===== src/rtl/bus_arbiter_if.sv =====
// rtl/bus_arbiter_if.sv - request, data and grant signals between the button front end and bus_arbiter
interface bus_arbiter_if;
  logic       req_a;
  logic       req_b;
  logic       val_a;
  logic       val_b;
  logic       drive_a;
  logic       drive_b;
  logic       value_a;
  logic       value_b;
  logic [1:0] owner;
  logic       starved;

  modport master (
    output req_a, req_b, val_a, val_b,
    input  drive_a, drive_b, value_a, value_b, owner, starved
  );

  modport slave (
    input  req_a, req_b, val_a, val_b,
    output drive_a, drive_b, value_a, value_b, owner, starved
  );
endinterface


===== src/rtl/bus_arbiter.sv =====
// rtl/bus_arbiter.sv - synchronize, debounce and round-robin arbitrate two bus drivers
module bus_arbiter #(
  parameter int DEBOUNCE = 3,
  parameter int MAX_HOLD = 200
) (
  input  logic          hz100,
  input  logic          reset,
  bus_arbiter_if.slave  bus
);

  localparam logic [3:0] DB_LAST   = 4'(DEBOUNCE - 1);
  localparam logic [9:0] HOLD_LAST = 10'(MAX_HOLD - 1);

  // Encoding doubles as the owner code seen by the outside world.
  typedef enum logic [1:0] {
    IDLE  = 2'b00,
    GNT_A = 2'b01,
    GNT_B = 2'b10,
    TURN  = 2'b11
  } state_t;

  // Bit order: 0 req_a, 1 req_b, 2 val_a, 3 val_b.
  logic [3:0] raw;
  logic [3:0] sync1;
  logic [3:0] sync2;
  logic [3:0] deb;
  logic [3:0] cnt [4];

  logic da, db, dva, dvb;

  state_t     state, state_n, pick;
  logic       last_b, last_b_n;    // 1 when B was granted last
  logic [9:0] hold, hold_n;
  logic       starved_q, starved_n;

  assign raw = {bus.val_b, bus.val_a, bus.req_b, bus.req_a};

  // Two-flop synchronizer for the asynchronous button inputs.
  always_ff @(posedge hz100) begin
    if (reset) begin
      sync1 <= '0;
      sync2 <= '0;
    end else begin
      sync1 <= raw;
      sync2 <= sync1;
    end
  end

  // Debouncer: flip only after DEBOUNCE consecutive differing samples.
  always_ff @(posedge hz100) begin
    if (reset) begin
      deb <= '0;
      for (int i = 0; i < 4; i++) cnt[i] <= '0;
    end else begin
      for (int i = 0; i < 4; i++) begin
        if (sync2[i] == deb[i]) begin
          cnt[i] <= '0;
        end else if (cnt[i] == DB_LAST) begin
          deb[i] <= ~deb[i];
          cnt[i] <= '0;
        end else begin
          cnt[i] <= cnt[i] + 4'd1;
        end
      end
    end
  end

  assign da  = deb[0];
  assign db  = deb[1];
  assign dva = deb[2];
  assign dvb = deb[3];

  // Round-robin pick: on a tie the side not served last wins.
  always_comb begin
    pick = IDLE;
    if (da && db)  pick = last_b ? GNT_A : GNT_B;
    else if (da)   pick = GNT_A;
    else if (db)   pick = GNT_B;
  end

  // Arbiter state register.
  always_ff @(posedge hz100) begin
    if (reset) begin
      state     <= IDLE;
      last_b    <= 1'b1;
      hold      <= '0;
      starved_q <= 1'b0;
    end else begin
      state     <= state_n;
      last_b    <= last_b_n;
      hold      <= hold_n;
      starved_q <= starved_n;
    end
  end

  // Next-state logic: grants end on release or on hold expiry under contention.
  always_comb begin
    state_n   = state;
    last_b_n  = last_b;
    hold_n    = hold;
    starved_n = 1'b0;
    case (state)
      IDLE, TURN: begin
        state_n = pick;
        if (pick == GNT_A) begin
          last_b_n = 1'b0;
          hold_n   = '0;
        end else if (pick == GNT_B) begin
          last_b_n = 1'b1;
          hold_n   = '0;
        end
      end
      GNT_A: begin
        if (hold != HOLD_LAST) hold_n = hold + 10'd1;
        if (!da) begin
          state_n = TURN;
        end else if (db && hold == HOLD_LAST) begin
          state_n   = TURN;
          starved_n = 1'b1;
        end
      end
      GNT_B: begin
        if (hold != HOLD_LAST) hold_n = hold + 10'd1;
        if (!db) begin
          state_n = TURN;
        end else if (da && hold == HOLD_LAST) begin
          state_n   = TURN;
          starved_n = 1'b1;
        end
      end
      default: state_n = IDLE;
    endcase
  end

  assign bus.drive_a = (state == GNT_A);
  assign bus.drive_b = (state == GNT_B);
  assign bus.value_a = dva & (state == GNT_A);
  assign bus.value_b = dvb & (state == GNT_B);
  assign bus.owner   = state;
  assign bus.starved = starved_q;

endmodule


===== src/flat_wrapper.sv =====
// flat-port wrapper written by rule: the top's interface ports become plain ports
module bus_arbiter_flat 
#(
  parameter int DEBOUNCE = 3,
  parameter int MAX_HOLD = 200
)
  (hz100, reset, bus_req_a, bus_req_b, bus_val_a, bus_val_b, bus_drive_a, bus_drive_b, bus_value_a, bus_value_b, bus_owner, bus_starved);
  bus_arbiter_if bus_i ();
  input  logic hz100;
  input  logic reset;
  input wire logic [$bits(bus_i.req_a)-1:0] bus_req_a;
  input wire logic [$bits(bus_i.req_b)-1:0] bus_req_b;
  input wire logic [$bits(bus_i.val_a)-1:0] bus_val_a;
  input wire logic [$bits(bus_i.val_b)-1:0] bus_val_b;
  output wire logic [$bits(bus_i.drive_a)-1:0] bus_drive_a;
  output wire logic [$bits(bus_i.drive_b)-1:0] bus_drive_b;
  output wire logic [$bits(bus_i.value_a)-1:0] bus_value_a;
  output wire logic [$bits(bus_i.value_b)-1:0] bus_value_b;
  output wire logic [$bits(bus_i.owner)-1:0] bus_owner;
  output wire logic [$bits(bus_i.starved)-1:0] bus_starved;
  assign bus_i.req_a = bus_req_a;
  assign bus_i.req_b = bus_req_b;
  assign bus_i.val_a = bus_val_a;
  assign bus_i.val_b = bus_val_b;
  assign bus_drive_a = bus_i.drive_a;
  assign bus_drive_b = bus_i.drive_b;
  assign bus_value_a = bus_i.value_a;
  assign bus_value_b = bus_i.value_b;
  assign bus_owner = bus_i.owner;
  assign bus_starved = bus_i.starved;
  bus_arbiter #(.DEBOUNCE(DEBOUNCE), .MAX_HOLD(MAX_HOLD)) u_core (.hz100(hz100), .reset(reset), .bus(bus_i));
endmodule

===== config.mk =====
export PLATFORM = sky130hd
export DESIGN_NAME = bus_arbiter_flat
export DESIGN_NICKNAME = d
export VERILOG_FILES = /design/src/rtl/bus_arbiter_if.sv /design/src/rtl/bus_arbiter.sv /design/src/flat_wrapper.sv
export SDC_FILE = /design/constraint.sdc
export NUM_CORES = 1
export LEC_CHECK = 0
export BUFFER_PORTS_ARGS = -buffer_cell sky130_fd_sc_hd__buf_2
export CORE_ASPECT_RATIO = 1.1
export CORE_MARGIN = 2
export CORE_UTILIZATION = 53
export CTS_CLUSTER_SIZE = 10
export DETAILED_ROUTE_END_ITERATION = 7
export PLACE_DENSITY = 0.71
export SETUP_SLACK_MARGIN = 0.2
export SLEW_MARGIN = 10
export SYNTH_ARGS = -nofsm -noshare
export SYNTH_HDL_FRONTEND = slang
export SYNTH_SLANG_ARGS = --single-unit

===== constraint.sdc =====
create_clock -name hz100 -period 2.1 [get_ports hz100]
set_input_delay 0.42 -clock hz100 [delete_from_list [all_inputs] [get_ports hz100]]
set_output_delay 0.42 -clock hz100 [all_outputs]
set_load 0.01 [all_outputs]

; ---- Word-level counts from Yosys, hierarchy flattened
; Memories as Yosys holds them, arrays and structs flattened.
; Index checks and enable logic that the tools add are counted.
; W data, S select, Z words.
[classes]
eq_ne = 19
n_mux = 78
n_bitwise = 22
add_sub_neg = 5
reduce_logical = 14
[op_table]
columns = cell, n
row1 = $mux W1, 52
row2 = $mux W4, 12
row3 = $mux W10, 3
row4 = $pmux W10 S2, 1
row5 = $add A4 B1 Y4 const B, 4
row6 = $eq A4 B2 Y1 const B, 4
row7 = $mux W2, 8
row8 = $reduce_and A2 Y1, 7
row9 = $or A1 B1 Y1, 12
row10 = $add A10 B1 Y10 const B, 1
row11 = $eq A10 B8 Y1 const B, 1
row12 = $ne A10 B8 Y1 const B, 1
row13 = $not A1 Y1, 8
row14 = $eq A2 B2 Y1 const B, 3
row15 = $ne A3 B3 Y1 const B, 2
row16 = $pmux W2 S3, 1
row17 = $eq A1 B1 Y1, 4
row18 = $eq A2 B1 Y1 const B, 2
row19 = $reduce_or A2 Y1, 2
row20 = $logic_and A1 B1 Y1, 3
row21 = $ne A3 B1 Y1 const B, 1
row22 = $and A1 B1 Y1, 2
row23 = $logic_not A2 Y1, 1
row24 = $ne A2 B1 Y1 const B, 1
row25 = other kinds (2), 2
[totals]
mem_bits_rw = 16
n_memories = 1
input_bits = 6
register_bits = 26
wordCells = 149
[memory_table]
columns = memory, words, word_bits, rd, rd_clocked_by_memory_dff, write_ports, line_no
row1 = u_core.cnt, 4, 4, 4, 0, 4, bus_arbiter.sv:27  ; logic [3:0] cnt [4];

; ---- Longest topological paths before layout
[logic_depth]
word_depth = 7
mapped_depth = 7
depth_no_buf = 6

; ---- Worst setup path after synthesis
; Ideal clock, no wire load.
[synth_timing]
path_kind = register to register
start = reg u_core.state[0], in the netlist u_core.bus.owner[0]
end = reg u_core.hold[5]
arrival_ns = 1.564
stages_incl_launch_ff = 8
required_time_ns = 1.985
path_buffers = 1
setup_time_ns = 0.115
slack_ns = 0.422
cell_sequence = dfxtp_1 -> inv_1 -> ha_1 -> buf_4 -> nor3b_4 -> and4bb_2 -> xnor2_1 -> nor2_1
[synth_via]
elab_chain_len = 4
word_cells_on_any_way = 10
[synth_rtl]
columns = element, line_no
row1 = from (decl), bus_arbiter.sv:31  ; state_t state, state_n, pick;
row2 = from (signal assigned), bus_arbiter.sv:89  ; state <= state_n;
row3 = $eq A2 B2 Y1 (tied with other cells), bus_arbiter.sv:102  ; case (state)
row4 = $reduce_or A2 Y1 (on tied branches), --
row5 = $ne A3 B1 Y1 (no line) / $ne A2 B1 Y1 (equally long branches), --
row6 = $reduce_and A2 Y1 (no line), --
row7 = to (signal assigned), bus_arbiter.sv:91  ; hold <= hold_n;
row8 = to (decl), bus_arbiter.sv:33  ; logic [9:0] hold, hold_n;
; Parallel ways exist; a longest one is shown, timed or not.
; A chain may end at the register's enable or synchronous reset.

; ---- Final worst setup path
; Ends and elaborated chain as after synthesis.

==> out/metrics.cfg <==
[outcome]
status = completed

[critical_path]
crit_cells = 6
r2r_slack_ns = 0.36
path_delay_family = simple AND/OR/NAND/NOR gates
worstSetupStartpoint = u_core.bus.owner[0]
worstPathArrival_ns = 1.93
crit_required_ns = 2.29
rr_worst_depth = 6
path_cells = inv_1 > ha_2 > nor3b_4 > and4bb_2 > xnor2_1 > nor2_1
setup.worst_path.end_class = flip-flop
cp_slowest_cell = ha_2
crit_buf_inv = 1
crit_path_start_kind = flip-flop
timing.rr.end = u_core.hold[5]
endpoint = u_core.hold[5]
crit_type = reg -> reg
rr_startpoint = u_core.bus.owner[0]
crit_fanout = 10
cp_slowest_stage_delay_ns = 0.42

[timing]
rsz0062_at_grt = false
maxSlewHeadroom = 0.657
fin_crit_ns = 1.74
period_share = 0.829
fin_ws_ns = 0.358
tns_ns = 0
worst_hold_slack_ns = 0.335
slew_violations = 0
fin_worst_skew_ns = 0.00561
worst_slew_pin_slew_ns = 0.512
hold_viol = 0
fmax_mhz = 574
setup_viol_count_final = 0

[route]
dr.pass1.iters = 4
post-route-drc-count = 0
ant_nets = 0
drt-vias-per-instance = 4.87
wl_per_cell_um = 11.1
vias = 1310
drt_iter0_drc = 62
wl_mm = 3.00

[cells_and_area]
fin_area_mm2 = 0.00222
post-route-util = 0.612
area_growth_pct = 12.1
layout.nets = 235
drive_gt1_frac = 0.142
n_antenna_cell = 0

[die]
num_rows = 23
initial_core_util = 0.546
fp.dieW_um = 62.3
core_area_mm2 = 0.00363
fp.dieH_um = 68.1
die_area_mm2 = 0.00424
io_pins = 13

[pwr]
p_per_area_mw_per_mm2 = 787
ir_drop_uv = 463
power.leakage_nw = 0.856

[synth]
synth_cell_types = 37
synth_ff_type = dfxtp_1
synth_edf_count = 16
mappedNetlistArea_mm2 = 0.00198
avgSynthCellArea_um2 = 10.5
synth-seq-cells = 42
yosysWarnings = 0
yosysSeqAreaShare = 0.505
async_reset_ff_frac = 0
syn_inst = 189

[cts]
cts_inserted_buffers = 5
cts_sinks = 42
cts_tree = built
htree_levels = 2
clk_pin_slew_ns = 0.07
clock_path_buffers = 2
cts_root_buffer = clkbuf_8
ctsHoldBuffers = 0
cts_resized = 0
post_cts_buffers = 0
clock_latency_ns = 0.29

[place]
placed_area_mm2 = 0.00213
post-place-ws_ns = 0.302
io_buffers = 12
place_congestion = 0.805
dp_hpwl_mm = 2.26

[global_route]
gr-total-overflow = 0
grt_pass1_vias = 1252
grt_max_degree = 27
antenna_found_initial = 0
grt_usage = 0.155
grt_pass1_wl_mm = 5.04

[job]
maxCapViolCount = 0

[worst_hold_path]
hold_path_class = in -> reg

synth_stat cells, types with 3 or more instances:
master	instances	area share
a21oi_1	7	0.018
dfxtp_1	26	0.26
edfxtp_1	16	0.24
ha_1	11	0.069
inv_1	8	0.015
mux2i_1	3	0.015
nand2_1	9	0.017
nand3_1	8	0.020
nor2_1	33	0.063
nor2b_1	8	0.025
nor3b_1	6	0.023
o21ai_0	3	0.0076
or3_1	4	0.013
xnor2_1	14	0.062
xor2_1	4	0.018
logic make-up (layout without fill, tap and decap cells):
family / Yosys count / after routing / synth area share
other: 1 / 16 / 0.00189
AND/OR/NAND/NOR: 81 / 81 / 0.221
AO/OA/AOI/OAI: 18 / 18 / 0.0638
adder cells (fa/ha/maj): 11 / 11 / 0.0695
buffers and inverters: 13 / 28 / 0.0322
XOR/XNOR: 18 / 18 / 0.0796
multiplexers: 5 / 5 / 0.0265
flip-flops: 42 / 42 / 0.505
layout by cell type, fill, tap and decap left out, types with 4 or more instances in the layout:
cell type and n:
a21oi_1 7, buf_2 12, clkbuf_8 6, conb_1 16, dfxtp_1 26, edfxtp_1 16, ha_1 10, inv_1 8
nand2_1 9, nand3_1 8, nor2_1 33, nor2b_1 8, nor3b_1 6, or3_1 4, xnor2_1 14, xor2_1 4
worst min-delay path by stage:
| stage | end | depth (start not counted) | slack, ns | start |
|---|---|---|---|---|
| after floorplan | u_core.sync2[0] | 1 | 0.41 | u_core.sync1[0] |
| after global placement | u_core.sync2[1] | 1 | 0.42 | u_core.sync1[1] |
| after detailed placement | u_core.sync2[2] | 1 | 0.43 | u_core.sync1[2] |
| after CTS | u_core.sync1[3] | 2 | 0.32 | bus_val_b |
| after global routing | u_core.sync1[3] | 2 | 0.33 | bus_val_b |
| final | u_core.sync1[3] | 2 | 0.33 | bus_val_b |
where the power goes:
| part | switching [mW] | leakage (nW) | total [mW] | internal [mW] |
|---|---|---|---|---|
| Combinational | 0.172 | 0.431 | 0.295 | 0.123 |
| Clock | 0.256 | 0.0482 | 0.521 | 0.265 |
| Sequential | 0.0377 | 0.377 | 0.930 | 0.892 |
registers in the layout, indices dropped and copies added (netlist names):
| register | cells |
|---|---|
| u_core.deb | 4 |
| u_core.bus.owner | 2 |
| u_core.bus.starved | 1 |
| u_core.cnt | 16 |
| u_core.hold | 10 |
| u_core.sync1 | 4 |
| u_core.sync2 | 4 |
| u_core.last_b | 1 |
layout make-up:
| class | instances | area (um^2) |
|---|---|---|
| clock buffer | 7 | 86.3 |
| clock inverter | 1 | 5.00 |
| fill | 328 | 1410 |
| inverter | 8 | 30.0 |
| multi-input combinational | 149 | 975 |
| sequential | 42 | 1000 |
| tap | 50 | 62.6 |
| timing repair buffer | 12 | 60.1 |
per-layer routing:
metal | vias to the layer above | share of wire | track usage
met5 | - | 0 | 0
met4 | 0 | 0.0087 | 0.103
met3 | 2 | 0.026 | 0.0345
met2 | 11 | 0.54 | 0.288
met1 | 615 | 0.42 | 0.162
li1 | 682 | - | -
stage by stage:
step           std cells  power, mW
6_report             269       1.75
5_1_grt              269       1.84
4_1_cts              269       1.77
3_5_place_dp         261       1.24
3_3_place_gp         261       1.23
2_1_floorplan        204       1.18
Power figures use the tool's default switching activity.
